**config.mk**
```make
export PLATFORM = sky130hd
export DESIGN_NAME = alu
export DESIGN_NICKNAME = d
export VERILOG_FILES = /design/src/rtl/alu_pkg.sv /design/src/rtl/alu_core.sv /design/src/rtl/alu.sv
export SDC_FILE = /design/constraint.sdc
export NUM_CORES = 1
export LEC_CHECK = 0
export CAP_MARGIN = 40
export CORE_UTILIZATION = 50
export CTS_CLUSTER_SIZE = 28
export DETAILED_ROUTE_END_ITERATION = 6
export PLACE_DENSITY = 0.74
export SETUP_SLACK_MARGIN = 0.02
export SYNTH_ARGS = -nofsm -noshare
export SYNTH_HDL_FRONTEND = slang
export SYNTH_SLANG_ARGS = --single-unit
```
**constraint.sdc**
```tcl
create_clock -name clk -period 0.8 [get_ports clk]
set_clock_uncertainty 0.15 [all_clocks]
set_input_delay 0.12 -clock clk [delete_from_list [all_inputs] [get_ports clk]]
set_output_delay 0.12 -clock clk [all_outputs]
set_load 0.01 [all_outputs]
```
**src/rtl/alu_pkg.sv**
```systemverilog
// alu_pkg: shared ALU opcode encoding for the EX-stage ALU and the control decoder.
package alu_pkg;
    typedef logic [2:0] alu_op_t;
    localparam alu_op_t ALU_ADD  = 3'b000;
    localparam alu_op_t ALU_SUB  = 3'b001;
    localparam alu_op_t ALU_AND  = 3'b010;
    localparam alu_op_t ALU_OR   = 3'b011;
    localparam alu_op_t ALU_SLT  = 3'b100;
    localparam alu_op_t ALU_XOR  = 3'b101;
    localparam alu_op_t ALU_NOR  = 3'b110;
    localparam alu_op_t ALU_SLTU = 3'b111;
endpackage

```
**src/rtl/alu_core.sv**
```systemverilog
// alu_core: combinational ALU datapath with zero detect.
module alu_core
    import alu_pkg::*;
#(
    parameter int WIDTH = 32
) (
    input  logic [WIDTH-1:0] i_a,
    input  logic [WIDTH-1:0] i_b,
    input  alu_op_t          i_op,
    output logic [WIDTH-1:0] o_result,
    output logic             o_zero
);
    always_comb begin
        o_result = '0;
        case (i_op)
            ALU_ADD:  o_result = i_a + i_b;
            ALU_SUB:  o_result = i_a - i_b;
            ALU_AND:  o_result = i_a & i_b;
            ALU_OR:   o_result = i_a | i_b;
            ALU_SLT:  o_result = {{(WIDTH-1){1'b0}}, $signed(i_a) < $signed(i_b)};
            ALU_XOR:  o_result = i_a ^ i_b;
            ALU_NOR:  o_result = ~(i_a | i_b);
            ALU_SLTU: o_result = {{(WIDTH-1){1'b0}}, i_a < i_b};
            default:  o_result = '0;
        endcase
    end
    assign o_zero = (o_result == '0);
endmodule

```
**src/rtl/alu.sv**
```systemverilog
// alu: registered EX-stage ALU; one op per cycle, 1-cycle latency, valid travels with data.
module alu
    import alu_pkg::*;
#(
    parameter int WIDTH = 32
) (
    input  logic             clk,
    input  logic             rst_n,
    input  logic             in_valid,
    input  logic [WIDTH-1:0] a,
    input  logic [WIDTH-1:0] b,
    input  alu_op_t          alu_control,
    output logic             out_valid,
    output logic [WIDTH-1:0] alu_result,
    output logic             zero
);
    logic [WIDTH-1:0] w_result;
    logic             w_zero;
    logic             r_valid;
    logic [WIDTH-1:0] r_result;
    logic             r_zero;

    alu_core #(.WIDTH(WIDTH)) u_core (
        .i_a      (a),
        .i_b      (b),
        .i_op     (alu_control),
        .o_result (w_result),
        .o_zero   (w_zero)
    );

    // result/zero only load on valid ops so idle cycles never toggle them
    always_ff @(posedge clk or negedge rst_n) begin
        if (!rst_n) begin
            r_valid  <= 1'b0;
            r_result <= '0;
            r_zero   <= 1'b1;
        end else begin
            r_valid <= in_valid;
            if (in_valid) begin
                r_result <= w_result;
                r_zero   <= w_zero;
            end
        end
    end

    assign out_valid  = r_valid;
    assign alu_result = r_result;
    assign zero       = r_zero;
endmodule

```
==> results of run 1 <==
==> per-stage QoR <==
step,hold WS (ns),setup TNS (ns),std cells,worst slack (ns)
CTS,0.0253,-68.98,1680,-2.83
floorplan,-0.326,-47.82,1010,-2.33
global placement,0.315,-95.78,1595,-3.37
detailed placement,0.318,-97.96,1595,-3.50
==> what timing repair did <==
item | CTS
setup endpoints to repair | 67
pin swaps | 114
buffers inserted | 81
endpoints found under the hold margin | 0
resized for setup | 514
==> cell usage after synthesis, types with 11 or more instances <==
master                     number
sky130_fd_sc_hd__a21o_1        17
sky130_fd_sc_hd__a21oi_1      103
sky130_fd_sc_hd__a31oi_1       22
sky130_fd_sc_hd__buf_2         12
sky130_fd_sc_hd__clkbuf_1      40
sky130_fd_sc_hd__dfrtp_1       33
sky130_fd_sc_hd__ha_1          96
sky130_fd_sc_hd__inv_1        103
sky130_fd_sc_hd__mux2i_1       28
sky130_fd_sc_hd__nand2_1       71
sky130_fd_sc_hd__nand3_1       18
sky130_fd_sc_hd__nand4_1       11
sky130_fd_sc_hd__nor2_1       104
sky130_fd_sc_hd__nor2b_1       13
sky130_fd_sc_hd__nor3_1        28
sky130_fd_sc_hd__nor4_1        11
sky130_fd_sc_hd__o211ai_1      14
sky130_fd_sc_hd__o21ai_0       73
sky130_fd_sc_hd__o22ai_1       13
==> kinds of logic after synthesis <==
logic type / synth area share
compound gates: 0.332
buf+inv: 0.0942
flops: 0.121
simple gates: 0.206
xor+xnor: 0.0149
mux: 0.0557
fa+ha+maj: 0.176
==> routing by layer <==
metal	GRT overflow	GRT usage
met3	0	0.372
met4	2	0.625
met5	0	0.0331
met2	2	0.885
met1	0	0.647
==> impl_results.html, run 1 <==
<table>
<tr><th>Metric</th><th>Value</th></tr>
<tr><th colspan="2">Global routing</th></tr>
<tr><td>Pin count of the biggest net entering global routing</td><td>55</td></tr>
<tr><td>Wire length of the first global-routing pass</td><td>70,200 microns</td></tr>
<tr><td>Vias in the first global route</td><td>roughly 13,000</td></tr>
<tr><td>Global router's overall resource usage</td><td>0.635</td></tr>
<tr><td>Residual overflow from global routing</td><td>4</td></tr>
<tr><th colspan="2">Yosys</th></tr>
<tr><td>Share of synthesized area occupied by flip-flops and latches</td><td>0.121</td></tr>
<tr><td>YS warnings</td><td>0</td></tr>
<tr><td>Mapped Nets</td><td>1,178</td></tr>
<tr><td>FFs w/ async S/R, synth</td><td>1.00</td></tr>
<tr><td>Post-Synthesis Cell Area</td><td>7050 sq um</td></tr>
<tr><td>Syn_area_per_cell</td><td>around 7 sq um</td></tr>
<tr><td>Dominant cells by area after synthesis</td><td>sky130_fd_sc_hd__ha_1 17%, sky130_fd_sc_hd__dfrtp_1 12%, sky130_fd_sc_hd__a21oi_1 7.3%, sky130_fd_sc_hd__nor2_1 5.5%, sky130_fd_sc_hd__inv_1 5.5%</td></tr>
<tr><td>EDFF count, synth</td><td>0</td></tr>
<tr><td>Primary flip-flop cell chosen by synthesis mapping</td><td>sky130_fd_sc_hd__dfrtp_1</td></tr>
<tr><td>Synthesized instance count</td><td>1,010</td></tr>
<tr><td>Count of different cell masters after synthesis</td><td>77</td></tr>
<tr><td>Cell taking the most area after synthesis</td><td>sky130_fd_sc_hd__ha_1</td></tr>
<tr><td>Yosys top cell area share</td><td>0.170</td></tr>
<tr><td>Yosys reg bits</td><td>34</td></tr>
<tr><th colspan="2">Floorplanning</th></tr>
<tr><td>Height of the die</td><td>approximately 120 microns</td></tr>
<tr><td>Number of placed I/O pins</td><td>around 100</td></tr>
<tr><td>Die Width</td><td>approximately 120 microns</td></tr>
<tr><td>Std-Cell Rows</td><td>between 40 and 50</td></tr>
<tr><td>Initial Utilization</td><td>0.510</td></tr>
<tr><th colspan="2">Place</th></tr>
<tr><td>Count of input and output buffers</td><td>about 100</td></tr>
<tr><td>Cell area reported after detailed placement</td><td>11,100 sq um</td></tr>
<tr><td>Last weighted congestion value of the routability-driven placer</td><td>around 1.1</td></tr>
<tr><td>HPWL after detailed placement</td><td>26,000 microns</td></tr>
<tr><th colspan="2">Status</th></tr>
<tr><td>Run-stopping error</td><td>[ERROR GRT-0116] Global routing finished with congestion. Check the congestion regions in the DRC Viewer.</td></tr>
<tr><td>Status</td><td>stopped before the end</td></tr>
<tr><td>Halt Stage</td><td>global routing (5_1_grt)</td></tr>
<tr><th colspan="2">Clocking</th></tr>
<tr><td>CTS sink cnt</td><td>34</td></tr>
<tr><td>CTS hold repair buffers</td><td>0</td></tr>
<tr><td>CTS Buffer Depth</td><td>2</td></tr>
<tr><td>Clk Tree Root Cell</td><td>sky130_fd_sc_hd__clkbuf_16</td></tr>
<tr><td>TritonCTS Buffers</td><td>5</td></tr>
<tr><td>Number of H-tree levels</td><td>2</td></tr>
</table>
==> inputs of run 2 (changes only) <==
CORE_UTILIZATION = 35   (was 50)
CTS_CLUSTER_SIZE = unset   (was 28)
PLACE_DENSITY = unset   (was 0.74)
PLACE_DENSITY_LB_ADDON = 0.15   (was unset)
SETUP_SLACK_MARGIN = unset   (was 0.02)
clock period = 1 ns   (was 0.8 ns; I/O delays follow)
==> run 2 against run 1 <==
The flow now finishes, with violations (negative setup slack). Area after synthesis unchanged. Synthesized cell count unchanged.
==> impl_results.html, run 2 <==
<table>
<tr><th>Metric</th><th>Value</th></tr>
<tr><th colspan="2">Layout</th></tr>
<tr><td>Final cell area excluding filler cells</td><td>around 14,000 sq um</td></tr>
<tr><td>Most frequent standard cell in the layout excluding fill and tap cells</td><td>sky130_fd_sc_hd__buf_4</td></tr>
<tr><td>Synthesis-to-finish area growth</td><td>95.9%</td></tr>
<tr><td>Number of flip-flops in the largest register</td><td>32</td></tr>
<tr><td>Highest-count cells in the layout ignoring fill and taps</td><td>417 x sky130_fd_sc_hd__buf_4, 85 x sky130_fd_sc_hd__nor2_1, 82 x sky130_fd_sc_hd__buf_6</td></tr>
<tr><td>Total of fill cells in the finished design</td><td>1,663</td></tr>
<tr><td>Diodes inserted</td><td>0</td></tr>
<tr><td>Post-layout net count</td><td>1,713</td></tr>
<tr><td>Share of layout cells above drive strength 1</td><td>0.550</td></tr>
<tr><th colspan="2">Power</th></tr>
<tr><td>Sequential group share of total power</td><td>0.140</td></tr>
<tr><td>Switching portion of total power</td><td>0.398</td></tr>
<tr><td>Internal cell power</td><td>7.35 mW</td></tr>
<tr><td>Largest voltage drop on the vdd net</td><td>0.000926 V</td></tr>
<tr><td>Leakage power total</td><td>6.43 nW</td></tr>
<tr><td>Power density cells</td><td>884 nW/um^2</td></tr>
<tr><td>Combinational cell fraction of total power</td><td>0.692</td></tr>
<tr><td>Switching pwr</td><td>4.86 mW</td></tr>
<tr><td>Clock share of power</td><td>0.168</td></tr>
<tr><th colspan="2">Timing</th></tr>
<tr><td>Hold violation total from the final report</td><td>0</td></tr>
<tr><td>Worst hold-check slack</td><td>0.0853 ns</td></tr>
<tr><td>Setup violators final</td><td>67</td></tr>
<tr><td>RSZ-0062 raised after global routing</td><td>yes</td></tr>
<tr><td>Final Critical Period</td><td>3.55 ns</td></tr>
<tr><td>Worst-Margin Slew</td><td>0.758 ns</td></tr>
<tr><td>Final setup margin</td><td>-2.55 ns</td></tr>
<tr><td>Number of slew-limit violations in the final report</td><td>0</td></tr>
<tr><td>FMAX</td><td>282 MHz</td></tr>
<tr><td>Worst slew margin relative to its limit</td><td>0.494</td></tr>
<tr><td>Final Cycle Share</td><td>3.55</td></tr>
<tr><th colspan="2">Yosys</th></tr>
<tr><td>Cell taking the most area after synthesis</td><td>sky130_fd_sc_hd__ha_1</td></tr>
<tr><td>Yosys top cell area share</td><td>0.170</td></tr>
<tr><td>Synthesized instance count</td><td>about 1,000</td></tr>
<tr><td>Mux share of post-synthesis cell area</td><td>0.0557</td></tr>
<tr><td>Yosys reg bits</td><td>34</td></tr>
<tr><td>Adder and majority cell fraction of the synthesized area</td><td>0.176</td></tr>
<tr><td>Most frequent cell after synthesis</td><td>sky130_fd_sc_hd__nor2_1</td></tr>
<tr><td>Syn_area_per_cell</td><td>6.98 sq um</td></tr>
<tr><td>EDFF count, synth</td><td>0</td></tr>
<tr><td>Xor and xnor area share after synthesis</td><td>0.0149</td></tr>
<tr><td>Most frequent cells after synthesis</td><td>104 x sky130_fd_sc_hd__nor2_1, 103 x sky130_fd_sc_hd__a21oi_1, 103 x sky130_fd_sc_hd__inv_1</td></tr>
<tr><td>YS warnings</td><td>0</td></tr>
<tr><td>Main combinational cell family by area after synthesis</td><td>compound AO/OA/AOI/OAI gates</td></tr>
<tr><td>Simple logic cell fraction of the synthesized area</td><td>0.206</td></tr>
<tr><td>Dominant cells by area after synthesis</td><td>sky130_fd_sc_hd__ha_1 17%, sky130_fd_sc_hd__dfrtp_1 12%, sky130_fd_sc_hd__a21oi_1 7.3%, sky130_fd_sc_hd__nor2_1 5.5%, sky130_fd_sc_hd__inv_1 5.5%</td></tr>
<tr><td>FFs w/ async S/R, synth</td><td>1.00</td></tr>
<tr><td>Mapped Nets</td><td>1,178</td></tr>
<tr><td>Share of synthesized area occupied by flip-flops and latches</td><td>0.121</td></tr>
<tr><td>Count of different cell masters after synthesis</td><td>77</td></tr>
<tr><td>Primary flip-flop cell chosen by synthesis mapping</td><td>sky130_fd_sc_hd__dfrtp_1</td></tr>
<tr><td>Post-Synthesis Cell Area</td><td>7050 sq um</td></tr>
<tr><td>Compound-Gate Fraction of Synth Area</td><td>0.332</td></tr>
<tr><th colspan="2">Global routing</th></tr>
<tr><td>Residual overflow from global routing</td><td>0</td></tr>
<tr><td>Pin count of the biggest net entering global routing</td><td>55</td></tr>
<tr><td>Initial antenna violation count</td><td>0</td></tr>
<tr><td>Global router's overall resource usage</td><td>0.320</td></tr>
<tr><td>Vias in the first global route</td><td>9,641</td></tr>
<tr><td>Wire length of the first global-routing pass</td><td>51,400 microns</td></tr>
<tr><th colspan="2">Route</th></tr>
<tr><td>Detail Route Antenna Nets</td><td>0</td></tr>
<tr><td>Total vias in the final route</td><td>9,957</td></tr>
<tr><td>Detailed-routing iteration count for the pre-antenna-repair pass</td><td>5</td></tr>
<tr><td>DRC</td><td>0</td></tr>
<tr><td>Starting DRC count in detailed routing</td><td>~690</td></tr>
<tr><td>Final routed wire length divided by cell count</td><td>18.8 microns</td></tr>
<tr><td>Vias per cell</td><td>5.50</td></tr>
<tr><td>Routed WL</td><td>roughly 34,000 microns</td></tr>
<tr><th colspan="2">Setup path</th></tr>
<tr><td>Crit path launch type</td><td>input pin</td></tr>
<tr><td>Crit. End Element</td><td>flip-flop</td></tr>
<tr><td>Logic depth of the worst register-to-register path</td><td>3</td></tr>
<tr><td>Endpoint of the lowest-slack register-to-register path</td><td>alu_result[21]$_DFFE_PN0P_</td></tr>
<tr><td>Worst EP required</td><td>1.07 ns</td></tr>
<tr><td>Startpoint of the worst register-to-register path</td><td>alu_result[21]$_DFFE_PN0P_</td></tr>
<tr><td>Worst R2R Setup Slack</td><td>-0.10 ns</td></tr>
<tr><td>Endpoint of the most critical setup path</td><td>zero$_DFFE_PN1P_</td></tr>
<tr><td>Arr. time, crit path</td><td>between 3 and 4 ns</td></tr>
<tr><td>Start-to-end type of the worst setup path</td><td>input pin to flip-flop</td></tr>
<tr><td>Worst setup startpoint</td><td>a[0]</td></tr>
<tr><td>Maximum fanout encountered on the critical timing path</td><td>2</td></tr>
<tr><th colspan="2">Status</th></tr>
<tr><td>Status</td><td>finished with violations</td></tr>
<tr><td>Violated checks</td><td>negative setup slack</td></tr>
<tr><th colspan="2">Clocking</th></tr>
<tr><td>CTS sink cnt</td><td>34</td></tr>
<tr><td>Clock transition at the register clock pins on the worst setup and hold paths after CTS</td><td>0.06 ns</td></tr>
<tr><td>CTS Buffer Depth</td><td>2</td></tr>
<tr><td>TritonCTS Buffers</td><td>5</td></tr>
<tr><td>Worst-skew pair later-pin latency</td><td>roughly 0.28 ns</td></tr>
<tr><td>CTS tree</td><td>done</td></tr>
<tr><td>Clk Tree Root Cell</td><td>sky130_fd_sc_hd__clkbuf_16</td></tr>
<tr><td>CTS hold repair buffers</td><td>0</td></tr>
<tr><td>Number of H-tree levels</td><td>2</td></tr>
<tr><th colspan="2">Floorplanning</th></tr>
<tr><td>Height of the die</td><td>144 microns</td></tr>
<tr><td>Number of placed I/O pins</td><td>104</td></tr>
<tr><td>Initial Utilization</td><td>0.360</td></tr>
<tr><td>Std-Cell Rows</td><td>51</td></tr>
<tr><td>Core area</td><td>19,600 sq um</td></tr>
<tr><td>Overall die area</td><td>20,700 sq um</td></tr>
<tr><td>Die Width</td><td>144 microns</td></tr>
<tr><th colspan="2">Place</th></tr>
<tr><td>HPWL after detailed placement</td><td>between 20,000 and 30,000 microns</td></tr>
<tr><td>Last weighted congestion value of the routability-driven placer</td><td>1.00</td></tr>
<tr><td>Count of input and output buffers</td><td>slightly above 100</td></tr>
<tr><td>Cell area reported after detailed placement</td><td>about 11,000 sq um</td></tr>
<tr><th colspan="2">Job</th></tr>
<tr><td>Max-capacitance violation count</td><td>0</td></tr>
<tr><th colspan="2">Hold path</th></tr>
<tr><td>Path class of the lowest-slack min-delay path</td><td>input pin to asynchronous set/reset pin</td></tr>
</table>
-- run 2: cell counts after synthesis --
No cell type changed its count.
-- run 2: timing repair --
item | in CTS | in global routing
gates resized for setup | 517 | 180
setup endpoints to repair | 67 | 67
pin swaps | 117 | 128
setup buffers | 70 | 37
-- run 2: power by group through the flow --
| stage | Sequential, mW | Combinational, mW | Clock, mW |
|---|---|---|---|
| 2_1_floorplan | 1.82 | 2.91 | 0 |
| 3_3_place_gp | 1.74 | 6.64 | 0 |
| 3_5_place_dp | 1.74 | 6.66 | 0 |
| 4_1_cts | 1.70 | 7.66 | 2.05 |
| 5_1_grt | 1.73 | 8.99 | 2.11 |
| 6_report | 1.71 | 8.45 | 2.05 |
-- run 2: cells by family after synthesis --
family          after synthesis
flops                        34
mux                          38
compound gates              357
fa+ha+maj                    98
buf+inv                     166
xor+xnor                     12
simple gates                305
-- run 2: worst min-delay path by stage --
stage / startpoint / endpoint / slack, ns / cells after the start
floorplan: rst_n / alu_result[0]$_DFFE_PN0P_ / -0.30 / 0
global placement: alu_result[15]$_DFFE_PN0P_ / alu_result[15]$_DFFE_PN0P_ / 0.34 / 2
detailed placement: alu_result[10]$_DFFE_PN0P_ / alu_result[10]$_DFFE_PN0P_ / 0.34 / 1
CTS: rst_n / alu_result[26]$_DFFE_PN0P_ / 0.09 / 2
global route: rst_n / alu_result[26]$_DFFE_PN0P_ / 0.11 / 2
finish: rst_n / alu_result[26]$_DFFE_PN0P_ / 0.09 / 2
-- run 2: area by class of cell --
cell class,instances,area [sq um],share of cell area
timing repair buffer,590,4800,0.348
sequential,34,852,0.0617
tap,265,332,0.0240
multi-input combinational,810,7190,0.521
inverter,104,443,0.0321
clock buffer,5,125,0.00906
clock inverter,3,68.8,0.00498
-- run 2: per-stage QoR --
step / util / TNS (ns) / power [mW] / setup slack, ns / instances
5_1_grt: 0.705 / -58.42 / 12.8 / -2.70 / 1811
3_3_place_gp: 0.583 / -83.86 / 8.37 / -3.14 / 1714
4_1_cts: 0.665 / -56.14 / 11.4 / -2.56 / 1788
2_1_floorplan: - / -42.21 / 4.73 / -2.16 / 1010
6_report: 0.705 / -54.92 / 12.2 / -2.55 / 1811
3_5_place_dp: 0.583 / -84.19 / 8.39 / -3.22 / 1714
-- run 2: critical path: stages --
cell,delay (ns)
sky130_fd_sc_hd__buf_12,0.10
sky130_fd_sc_hd__inv_12,0.03
sky130_fd_sc_hd__ha_4,0.15
sky130_fd_sc_hd__fa_1,0.52
sky130_fd_sc_hd__nor2b_4,0.15
sky130_fd_sc_hd__o32ai_2,0.09
sky130_fd_sc_hd__mux2i_1,0.21
sky130_fd_sc_hd__o2111ai_1,0.14
sky130_fd_sc_hd__a211o_1,0.25
sky130_fd_sc_hd__or4b_4,0.53
sky130_fd_sc_hd__nor4b_4,0.28
sky130_fd_sc_hd__nand4_1,0.15
sky130_fd_sc_hd__nor4_2,0.33
sky130_fd_sc_hd__nand4b_1,0.15
sky130_fd_sc_hd__nor4_2,0.19
sky130_fd_sc_hd__a32o_2,0.20
-- run 2: layer usage --
layer | wire (microns) | global-route usage | vias up
li1 | - | - | 4719
met2 | 17100 | 0.581 | 360
met1 | 14000 | 0.391 | 4785
met3 | 1580 | 0.0278 | 93
met5 | 0 | 0 | -
met4 | 1370 | 0.113 | 0
Power figures use the tool's default switching activity.
==> inputs of run 3 (changes only) <==
CTS_BUF_LIST = sky130_fd_sc_hd__clkbuf_2   (was unset)
==> run 3 against run 2 <==
The flow finishes with violations (negative hold slack, negative setup slack). Flip-flop and latch count unchanged. Non-clock buffer count up 6. Register-to-register slack about the same. Largest power group unchanged. Highest routed layer unchanged.
==> impl_results.html, run 3 (synthesis results as in run 2) <==
<table>
<tr><th>Metric</th><th>Value</th></tr>
<tr><th colspan="2">Clocking</th></tr>
<tr><td>Clk Tree Root Cell</td><td>sky130_fd_sc_hd__clkbuf_2</td></tr>
<tr><td>CTS Buffer Depth</td><td>2</td></tr>
<tr><td>Number of H-tree levels</td><td>2</td></tr>
<tr><td>CTS tree</td><td>done</td></tr>
<tr><td>Clock transition at the register clock pins on the worst setup and hold paths after CTS</td><td>0.21 ns</td></tr>
<tr><td>Worst-skew pair later-pin latency</td><td>slightly above 0.4 ns</td></tr>
<tr><td>TritonCTS Buffers</td><td>5</td></tr>
<tr><td>CTS sink cnt</td><td>34</td></tr>
<tr><th colspan="2">Route</th></tr>
<tr><td>Starting DRC count in detailed routing</td><td>694</td></tr>
<tr><td>Vias per cell</td><td>5.53</td></tr>
<tr><td>Detailed-routing iteration count for the pre-antenna-repair pass</td><td>5</td></tr>
<tr><td>Total vias in the final route</td><td>10,042</td></tr>
<tr><td>Final routed wire length divided by cell count</td><td>19.0 microns</td></tr>
<tr><td>Routed WL</td><td>about 34,000 microns</td></tr>
<tr><td>DRC</td><td>0</td></tr>
<tr><td>Detail Route Antenna Nets</td><td>0</td></tr>
<tr><th colspan="2">Global routing</th></tr>
<tr><td>Residual overflow from global routing</td><td>0</td></tr>
<tr><td>Initial antenna violation count</td><td>0</td></tr>
<tr><td>Global router's overall resource usage</td><td>0.319</td></tr>
<tr><td>Wire length of the first global-routing pass</td><td>between 50,000 and 60,000 microns</td></tr>
<tr><td>Vias in the first global route</td><td>between 9,000 and 10,000</td></tr>
<tr><td>Pin count of the biggest net entering global routing</td><td>between 50 and 60</td></tr>
<tr><th colspan="2">Floorplanning</th></tr>
<tr><td>Height of the die</td><td>144 microns</td></tr>
<tr><td>Overall die area</td><td>between 20,000 and 25,000 sq um</td></tr>
<tr><td>Number of placed I/O pins</td><td>104</td></tr>
<tr><td>Core area</td><td>19,600 sq um</td></tr>
<tr><td>Initial Utilization</td><td>0.360</td></tr>
<tr><td>Die Width</td><td>144 microns</td></tr>
<tr><td>Std-Cell Rows</td><td>51</td></tr>
<tr><th colspan="2">Layout</th></tr>
<tr><td>Most frequent standard cell in the layout excluding fill and tap cells</td><td>sky130_fd_sc_hd__buf_4</td></tr>
<tr><td>Final cell area excluding filler cells</td><td>~14,000 sq um</td></tr>
<tr><td>Highest-count cells in the layout ignoring fill and taps</td><td>424 x sky130_fd_sc_hd__buf_4, 87 x sky130_fd_sc_hd__nor2_1, 75 x sky130_fd_sc_hd__buf_6</td></tr>
<tr><td>Diodes inserted</td><td>0</td></tr>
<tr><td>Synthesis-to-finish area growth</td><td>96.3%</td></tr>
<tr><td>Post-layout net count</td><td>1,719</td></tr>
<tr><td>Final Instance Count excl. Fillers</td><td>1,817</td></tr>
<tr><td>Total of fill cells in the finished design</td><td>1,602</td></tr>
<tr><td>Number of flip-flops in the largest register</td><td>32</td></tr>
<tr><td>Share of layout cells above drive strength 1</td><td>0.559</td></tr>
<tr><th colspan="2">Timing</th></tr>
<tr><td>Hold violation total from the final report</td><td>33</td></tr>
<tr><td>Final Cycle Share</td><td>3.44</td></tr>
<tr><td>Final Critical Period</td><td>3.44 ns</td></tr>
<tr><td>Final setup margin</td><td>-2.44 ns</td></tr>
<tr><td>Worst hold-check slack</td><td>-0.0751 ns</td></tr>
<tr><td>Worst-Margin Slew</td><td>0.777 ns</td></tr>
<tr><td>RSZ-0062 raised after global routing</td><td>yes</td></tr>
<tr><td>FMAX</td><td>between 200 and 300 MHz</td></tr>
<tr><td>Worst slew margin relative to its limit</td><td>0.481</td></tr>
<tr><td>Number of slew-limit violations in the final report</td><td>0</td></tr>
<tr><td>Setup violators final</td><td>67</td></tr>
<tr><th colspan="2">Status</th></tr>
<tr><td>Violated checks</td><td>negative hold slack, negative setup slack</td></tr>
<tr><td>Status</td><td>finished with violations</td></tr>
<tr><th colspan="2">Setup path</th></tr>
<tr><td>Worst EP required</td><td>1.20 ns</td></tr>
<tr><td>Start-to-end type of the worst setup path</td><td>input pin to flip-flop</td></tr>
<tr><td>Maximum fanout encountered on the critical timing path</td><td>2</td></tr>
<tr><td>Startpoint of the worst register-to-register path</td><td>alu_result[21]$_DFFE_PN0P_</td></tr>
<tr><td>Worst setup startpoint</td><td>a[0]</td></tr>
<tr><td>Crit. End Element</td><td>flip-flop</td></tr>
<tr><td>Arr. time, crit path</td><td>about 3.6 ns</td></tr>
<tr><td>Crit path launch type</td><td>input pin</td></tr>
<tr><th colspan="2">Place</th></tr>
<tr><td>Count of input and output buffers</td><td>103</td></tr>
<tr><td>Cell count after placement</td><td>between 1,500 and 2,000</td></tr>
<tr><td>Cell area reported after detailed placement</td><td>11,400 sq um</td></tr>
<tr><td>Last weighted congestion value of the routability-driven placer</td><td>1.00</td></tr>
<tr><td>HPWL after detailed placement</td><td>25,800 microns</td></tr>
<tr><th colspan="2">Hold path</th></tr>
<tr><td>Path class of the lowest-slack min-delay path</td><td>input pin to asynchronous set/reset pin</td></tr>
<tr><th colspan="2">Job</th></tr>
<tr><td>Max-capacitance violation count</td><td>0</td></tr>
<tr><th colspan="2">Power</th></tr>
<tr><td>Largest voltage drop on the vdd net</td><td>0.000605 V</td></tr>
<tr><td>Power density cells</td><td>825 nW/um^2</td></tr>
<tr><td>Leakage power total</td><td>around 6.4 nW</td></tr>
</table>
==> run 3: cell count changes in the layout (fill, tap and decap cells not counted), moves of 4 or more <==
cell and delta:
sky130_fd_sc_hd__o21ai_0 +4, sky130_fd_sc_hd__clkbuf_2 +4, sky130_fd_sc_hd__buf_8 +6, sky130_fd_sc_hd__buf_6 -7, sky130_fd_sc_hd__inv_6 +4, sky130_fd_sc_hd__ha_1 -6
sky130_fd_sc_hd__clkbuf_16 -5, sky130_fd_sc_hd__inv_2 -4, sky130_fd_sc_hd__a21oi_2 +5, sky130_fd_sc_hd__o21ai_1 -6, sky130_fd_sc_hd__a21oi_1 -5, sky130_fd_sc_hd__ha_4 +4
sky130_fd_sc_hd__buf_4 +7
==> run 3: cell type report <==
class / count / area (sq um) / share of cell area
clock buffers: 5 / 25.0 / 0.00181
clock inverters: 3 / 68.8 / 0.00497
inverters: 104 / 465 / 0.0336
multi-input cells: 810 / 7240 / 0.523
flip-flops and latches: 34 / 852 / 0.0615
well taps: 265 / 332 / 0.0239
repair buffers: 596 / 4860 / 0.351
==> run 3: path summary, 6_finish.rpt <==
path	slack [ns]	endpoint	cells after the start
min reg2reg	0.38	alu_result[15]$_DFFE_PN0P_	2
max in group asynchronous	0.52	zero$_DFFE_PN1P_	2
max	-2.44	zero$_DFFE_PN1P_	16
min	-0.08	alu_result[20]$_DFFE_PN0P_	2
min in group clk	0.09	alu_result[2]$_DFFE_PN0P_	5
max reg2reg	-0.11	alu_result[21]$_DFFE_PN0P_	4
==> run 3: report_power, final <==
group	switching (mW)	internal (mW)
logic	4.16	4.36
clock network	0.528	0.678
registers	0.121	1.58
total	4.81	6.62
==> run 3: what timing repair did <==
| item | 4_1_cts | 5_1_grt |
|---|---|---|
| pin swaps | 115 | 131 |
| buffers inserted | 64 | 50 |
| hold endpoints to repair | 33 | 33 |
| gates resized for setup | 510 | 216 |
| setup endpoints to repair | 67 | 67 |
==> run 3: per-layer routing <==
layer	vias up	wire length (microns)	global-route usage
met5	-	0	0
met4	0	1510	0.123
met3	122	1650	0.0252
met2	419	17200	0.579
met1	4769	14100	0.387
li1	4732	-	-
==> run 3: critical path: stages <==
cell and delay [ns]:
sky130_fd_sc_hd__buf_12 0.10, sky130_fd_sc_hd__inv_12 0.03, sky130_fd_sc_hd__ha_4 0.15, sky130_fd_sc_hd__fa_1 0.53
sky130_fd_sc_hd__nor2b_4 0.15, sky130_fd_sc_hd__o32ai_2 0.08, sky130_fd_sc_hd__mux2i_1 0.22, sky130_fd_sc_hd__o2111ai_1 0.14
sky130_fd_sc_hd__a211o_1 0.25, sky130_fd_sc_hd__or4b_4 0.53, sky130_fd_sc_hd__nor4b_4 0.28, sky130_fd_sc_hd__nand4_1 0.16
sky130_fd_sc_hd__nor4_2 0.34, sky130_fd_sc_hd__nand4b_1 0.15, sky130_fd_sc_hd__nor4_2 0.18, sky130_fd_sc_hd__a32o_2 0.20
==> run 3: stage by stage <==
| step | util | setup WS (ns) | setup TNS (ns) | total power [mW] |
|---|---|---|---|---|
| finish | 0.707 | -2.44 | -55.71 | 11.4 |
| global route | 0.707 | -2.53 | -59.39 | 12.1 |
| CTS | 0.655 | -2.43 | -56.83 | 10.5 |
| detailed placement | 0.583 | -3.22 | -84.19 | 8.39 |
| global placement | 0.583 | -3.14 | -83.86 | 8.37 |
| floorplan | - | -2.16 | -42.21 | 4.73 |
==> inputs of run 4 (changes only) <==
CORE_UTILIZATION = 40   (was 35)
clock period = 4.1 ns   (was 1 ns; I/O delays follow)
==> run 4 against run 3 <==
The run now ends clean. Via count shrank 8.5%. Core utilization down 6.1 points. Critical path type unchanged. Largest cell class unchanged. Register-to-register slack better by 3.3 ns. Design area is 20% lower. Setup slack better by 2.5 ns. Wire length decreased by 13%.
==> impl_results.html, run 4 (synthesis results as in run 2) <==
<table>
<tr><th>Metric</th><th>Value</th></tr>
<tr><th colspan="2">Layout</th></tr>
<tr><td>Diodes inserted</td><td>0</td></tr>
<tr><td>Number of flip-flops in the largest register</td><td>32</td></tr>
<tr><td>Synthesis-to-finish area growth</td><td>57.7%</td></tr>
<tr><td>Share of layout cells above drive strength 1</td><td>0.324</td></tr>
<tr><td>Total of fill cells in the finished design</td><td>1,570</td></tr>
<tr><td>Highest-count cells in the layout ignoring fill and taps</td><td>311 x sky130_fd_sc_hd__buf_4, 100 x sky130_fd_sc_hd__nor2_1, 94 x sky130_fd_sc_hd__a21oi_1</td></tr>
<tr><td>Seq. cell area</td><td>852 sq um</td></tr>
<tr><td>Post-layout net count</td><td>1,545</td></tr>
<tr><td>Area used by multi-input combinational logic</td><td>approximately 6100 sq um</td></tr>
<tr><td>Final Instance Count excl. Fillers</td><td>between 1,500 and 2,000</td></tr>
<tr><td>Most frequent standard cell in the layout excluding fill and tap cells</td><td>sky130_fd_sc_hd__buf_4</td></tr>
<tr><td>Post-route core utilization</td><td>0.645</td></tr>
<tr><th colspan="2">Global routing</th></tr>
<tr><td>GR met3 Demand/Resource</td><td>0.0357</td></tr>
<tr><td>Met2 capacity usage during global routing</td><td>0.559</td></tr>
<tr><td>Wire length of the first global-routing pass</td><td>46,100 microns</td></tr>
<tr><td>Vias in the first global route</td><td>8,753</td></tr>
<tr><td>Most used routing layer in global routing</td><td>met2</td></tr>
<tr><td>Global router's overall resource usage</td><td>0.323</td></tr>
<tr><td>Pin count of the biggest net entering global routing</td><td>between 50 and 60</td></tr>
<tr><td>Met1 Use GR</td><td>0.411</td></tr>
<tr><td>Residual overflow from global routing</td><td>0</td></tr>
<tr><td>Initial antenna violation count</td><td>0</td></tr>
<tr><th colspan="2">Floorplanning</th></tr>
<tr><td>Number of placed I/O pins</td><td>104</td></tr>
<tr><td>Overall die area</td><td>18,200 sq um</td></tr>
<tr><td>Std-Cell Rows</td><td>48</td></tr>
<tr><td>Height of the die</td><td>135 microns</td></tr>
<tr><td>Die Width</td><td>135 microns</td></tr>
<tr><td>Initial Utilization</td><td>0.409</td></tr>
<tr><td>Core area</td><td>around 17,000 sq um</td></tr>
<tr><th colspan="2">Timing</th></tr>
<tr><td>Worst-Margin Slew</td><td>0.745 ns</td></tr>
<tr><td>Sum of negative setup slack</td><td>0 ns</td></tr>
<tr><td>Final Critical Period</td><td>4.01 ns</td></tr>
<tr><td>Final setup margin</td><td>just over 0.09 ns</td></tr>
<tr><td>FMAX</td><td>between 200 and 250 MHz</td></tr>
<tr><td>Setup violators final</td><td>0</td></tr>
<tr><td>Number of slew-limit violations in the final report</td><td>0</td></tr>
<tr><td>Worst slew margin relative to its limit</td><td>0.498</td></tr>
<tr><td>Final Cycle Share</td><td>0.978</td></tr>
<tr><td>Hold violation total from the final report</td><td>0</td></tr>
<tr><th colspan="2">Route</th></tr>
<tr><td>DRC</td><td>0</td></tr>
<tr><td>Vias per cell</td><td>around 5.7</td></tr>
<tr><td>Detailed-routing iteration count for the pre-antenna-repair pass</td><td>6</td></tr>
<tr><td>Starting DRC count in detailed routing</td><td>slightly below 600</td></tr>
<tr><td>Routed WL</td><td>between 30,000 and 40,000 microns</td></tr>
<tr><td>Total vias in the final route</td><td>a little over 9,000</td></tr>
<tr><td>Final routed wire length divided by cell count</td><td>18.8 microns</td></tr>
<tr><td>Detail Route Antenna Nets</td><td>0</td></tr>
<tr><th colspan="2">Setup path</th></tr>
<tr><td>Crit path launch type</td><td>input pin</td></tr>
<tr><td>Arr. time, crit path</td><td>between 4 and 5 ns</td></tr>
<tr><td>Crit. End Element</td><td>flip-flop</td></tr>
<tr><td>Maximum fanout encountered on the critical timing path</td><td>6</td></tr>
<tr><td>Worst EP required</td><td>4.28 ns</td></tr>
<tr><td>Worst R2R Setup Slack</td><td>around 3.2 ns</td></tr>
<tr><td>Start-to-end type of the worst setup path</td><td>input pin to flip-flop</td></tr>
<tr><th colspan="2">Clocking</th></tr>
<tr><td>Number of H-tree levels</td><td>2</td></tr>
<tr><td>Worst-skew pair later-pin latency</td><td>about 0.38 ns</td></tr>
<tr><td>TritonCTS Buffers</td><td>5</td></tr>
<tr><td>CTS sink cnt</td><td>34</td></tr>
<tr><td>CTS tree</td><td>done</td></tr>
<tr><td>Clk Tree Root Cell</td><td>sky130_fd_sc_hd__clkbuf_2</td></tr>
<tr><td>CTS Buffer Depth</td><td>2</td></tr>
<tr><td>Clock transition at the register clock pins on the worst setup and hold paths after CTS</td><td>0.17 ns</td></tr>
<tr><th colspan="2">Job</th></tr>
<tr><td>Max-capacitance violation count</td><td>0</td></tr>
<tr><th colspan="2">Place</th></tr>
<tr><td>Last weighted congestion value of the routability-driven placer</td><td>about 1.0</td></tr>
<tr><td>Cell count after placement</td><td>1,577</td></tr>
<tr><td>HPWL after detailed placement</td><td>24,300 microns</td></tr>
<tr><td>Count of input and output buffers</td><td>103</td></tr>
<tr><td>Pre-CTS setup slack</td><td>-0.758 ns</td></tr>
<tr><th colspan="2">Hold path</th></tr>
<tr><td>Path class of the lowest-slack min-delay path</td><td>flip-flop to flip-flop</td></tr>
<tr><th colspan="2">Status</th></tr>
<tr><td>Status</td><td>finished, final reports clean</td></tr>
<tr><th colspan="2">Power</th></tr>
<tr><td>Power density cells</td><td>198 nW/um^2</td></tr>
<tr><td>Largest voltage drop on the vdd net</td><td>0.000158 V</td></tr>
<tr><td>Final Total Pwr</td><td>2.20 mW</td></tr>
<tr><td>Leakage power total</td><td>5.32 nW</td></tr>
</table>
## run 4: cell types whose count changed in the layout (fill, tap and decap cells not counted), moves of 26 or more
cell	before	now
sky130_fd_sc_hd__a21oi_2	39	9
sky130_fd_sc_hd__inv_1	57	83
sky130_fd_sc_hd__a21oi_1	55	94
sky130_fd_sc_hd__buf_2	39	3
sky130_fd_sc_hd__ha_1	48	79
sky130_fd_sc_hd__buf_4	424	311
sky130_fd_sc_hd__buf_6	75	7
sky130_fd_sc_hd__clkdlybuf4s50_1	21	79
## run 4: through the flow
stage | cell area (sq um) | hold WS [ns]
3_3_place_gp | 10400 | 0.336
3_5_place_dp | 10400 | 0.344
6_report | 11100 | 0.378
5_1_grt | 11100 | 0.403
2_1_floorplan | 7050 | 0.169
4_1_cts | 10700 | 0.381
## run 4: area by class of cell
class	count	area share
Clock buffer	7	0.00315
Inverter	104	0.0351
Clock inverter	1	0.000337
Multi-Input combinational cell	810	0.548
Sequential cell	34	0.0766
Timing Repair Buffer	422	0.311
Tap cell	225	0.0253
## run 4: final timing paths
path                                                  from                    endpoint  cells past startpoint
worst max register to register   alu_result[6]$_DFFE_PN0P_   alu_result[6]$_DFFE_PN0P_                      2
min in group asynchronous                            rst_n  alu_result[13]$_DFFE_PN0P_                      2
max in group asynchronous                            rst_n            zero$_DFFE_PN1P_                      2
worst max-delay path                        alu_control[1]            zero$_DFFE_PN1P_                     15
worst min-delay path            alu_result[22]$_DFFE_PN0P_  alu_result[22]$_DFFE_PN0P_                      1
worst min register to register  alu_result[22]$_DFFE_PN0P_  alu_result[22]$_DFFE_PN0P_                      1
## run 4: power breakdown
group,internal [mW],switching (mW)
clock network,0.0457,0.119
registers,0.386,0.0283
logic,0.807,0.814
## run 4: layer usage
metal / wire (microns) / part of all wire
met4: 1220 / 0.041
met2: 14300 / 0.48
met1: 12600 / 0.42
met3: 1940 / 0.064
met5: 0 / 0
## run 4: critical path, cell delays in order
cell	delay [ns]
sky130_fd_sc_hd__clkdlybuf4s50_1	0.47
sky130_fd_sc_hd__buf_6	0.14
sky130_fd_sc_hd__nor2b_1	0.10
sky130_fd_sc_hd__buf_4	0.16
sky130_fd_sc_hd__o2bb2ai_1	0.14
sky130_fd_sc_hd__a21oi_2	0.26
sky130_fd_sc_hd__o2111ai_2	0.18
sky130_fd_sc_hd__a211o_1	0.30
sky130_fd_sc_hd__or4b_4	0.55
sky130_fd_sc_hd__nor4b_4	0.21
sky130_fd_sc_hd__nand4_1	0.14
sky130_fd_sc_hd__nor4_2	0.29
sky130_fd_sc_hd__nand4b_1	0.14
sky130_fd_sc_hd__nor4_2	0.29
sky130_fd_sc_hd__a32o_2	0.19
## run 4: repair_timing
action	CTS	global route
gates resized for setup	68	95
setup buffers	10	9
hold buffers	0	0
pin swaps	24	37
endpoints found under the setup margin	5	2
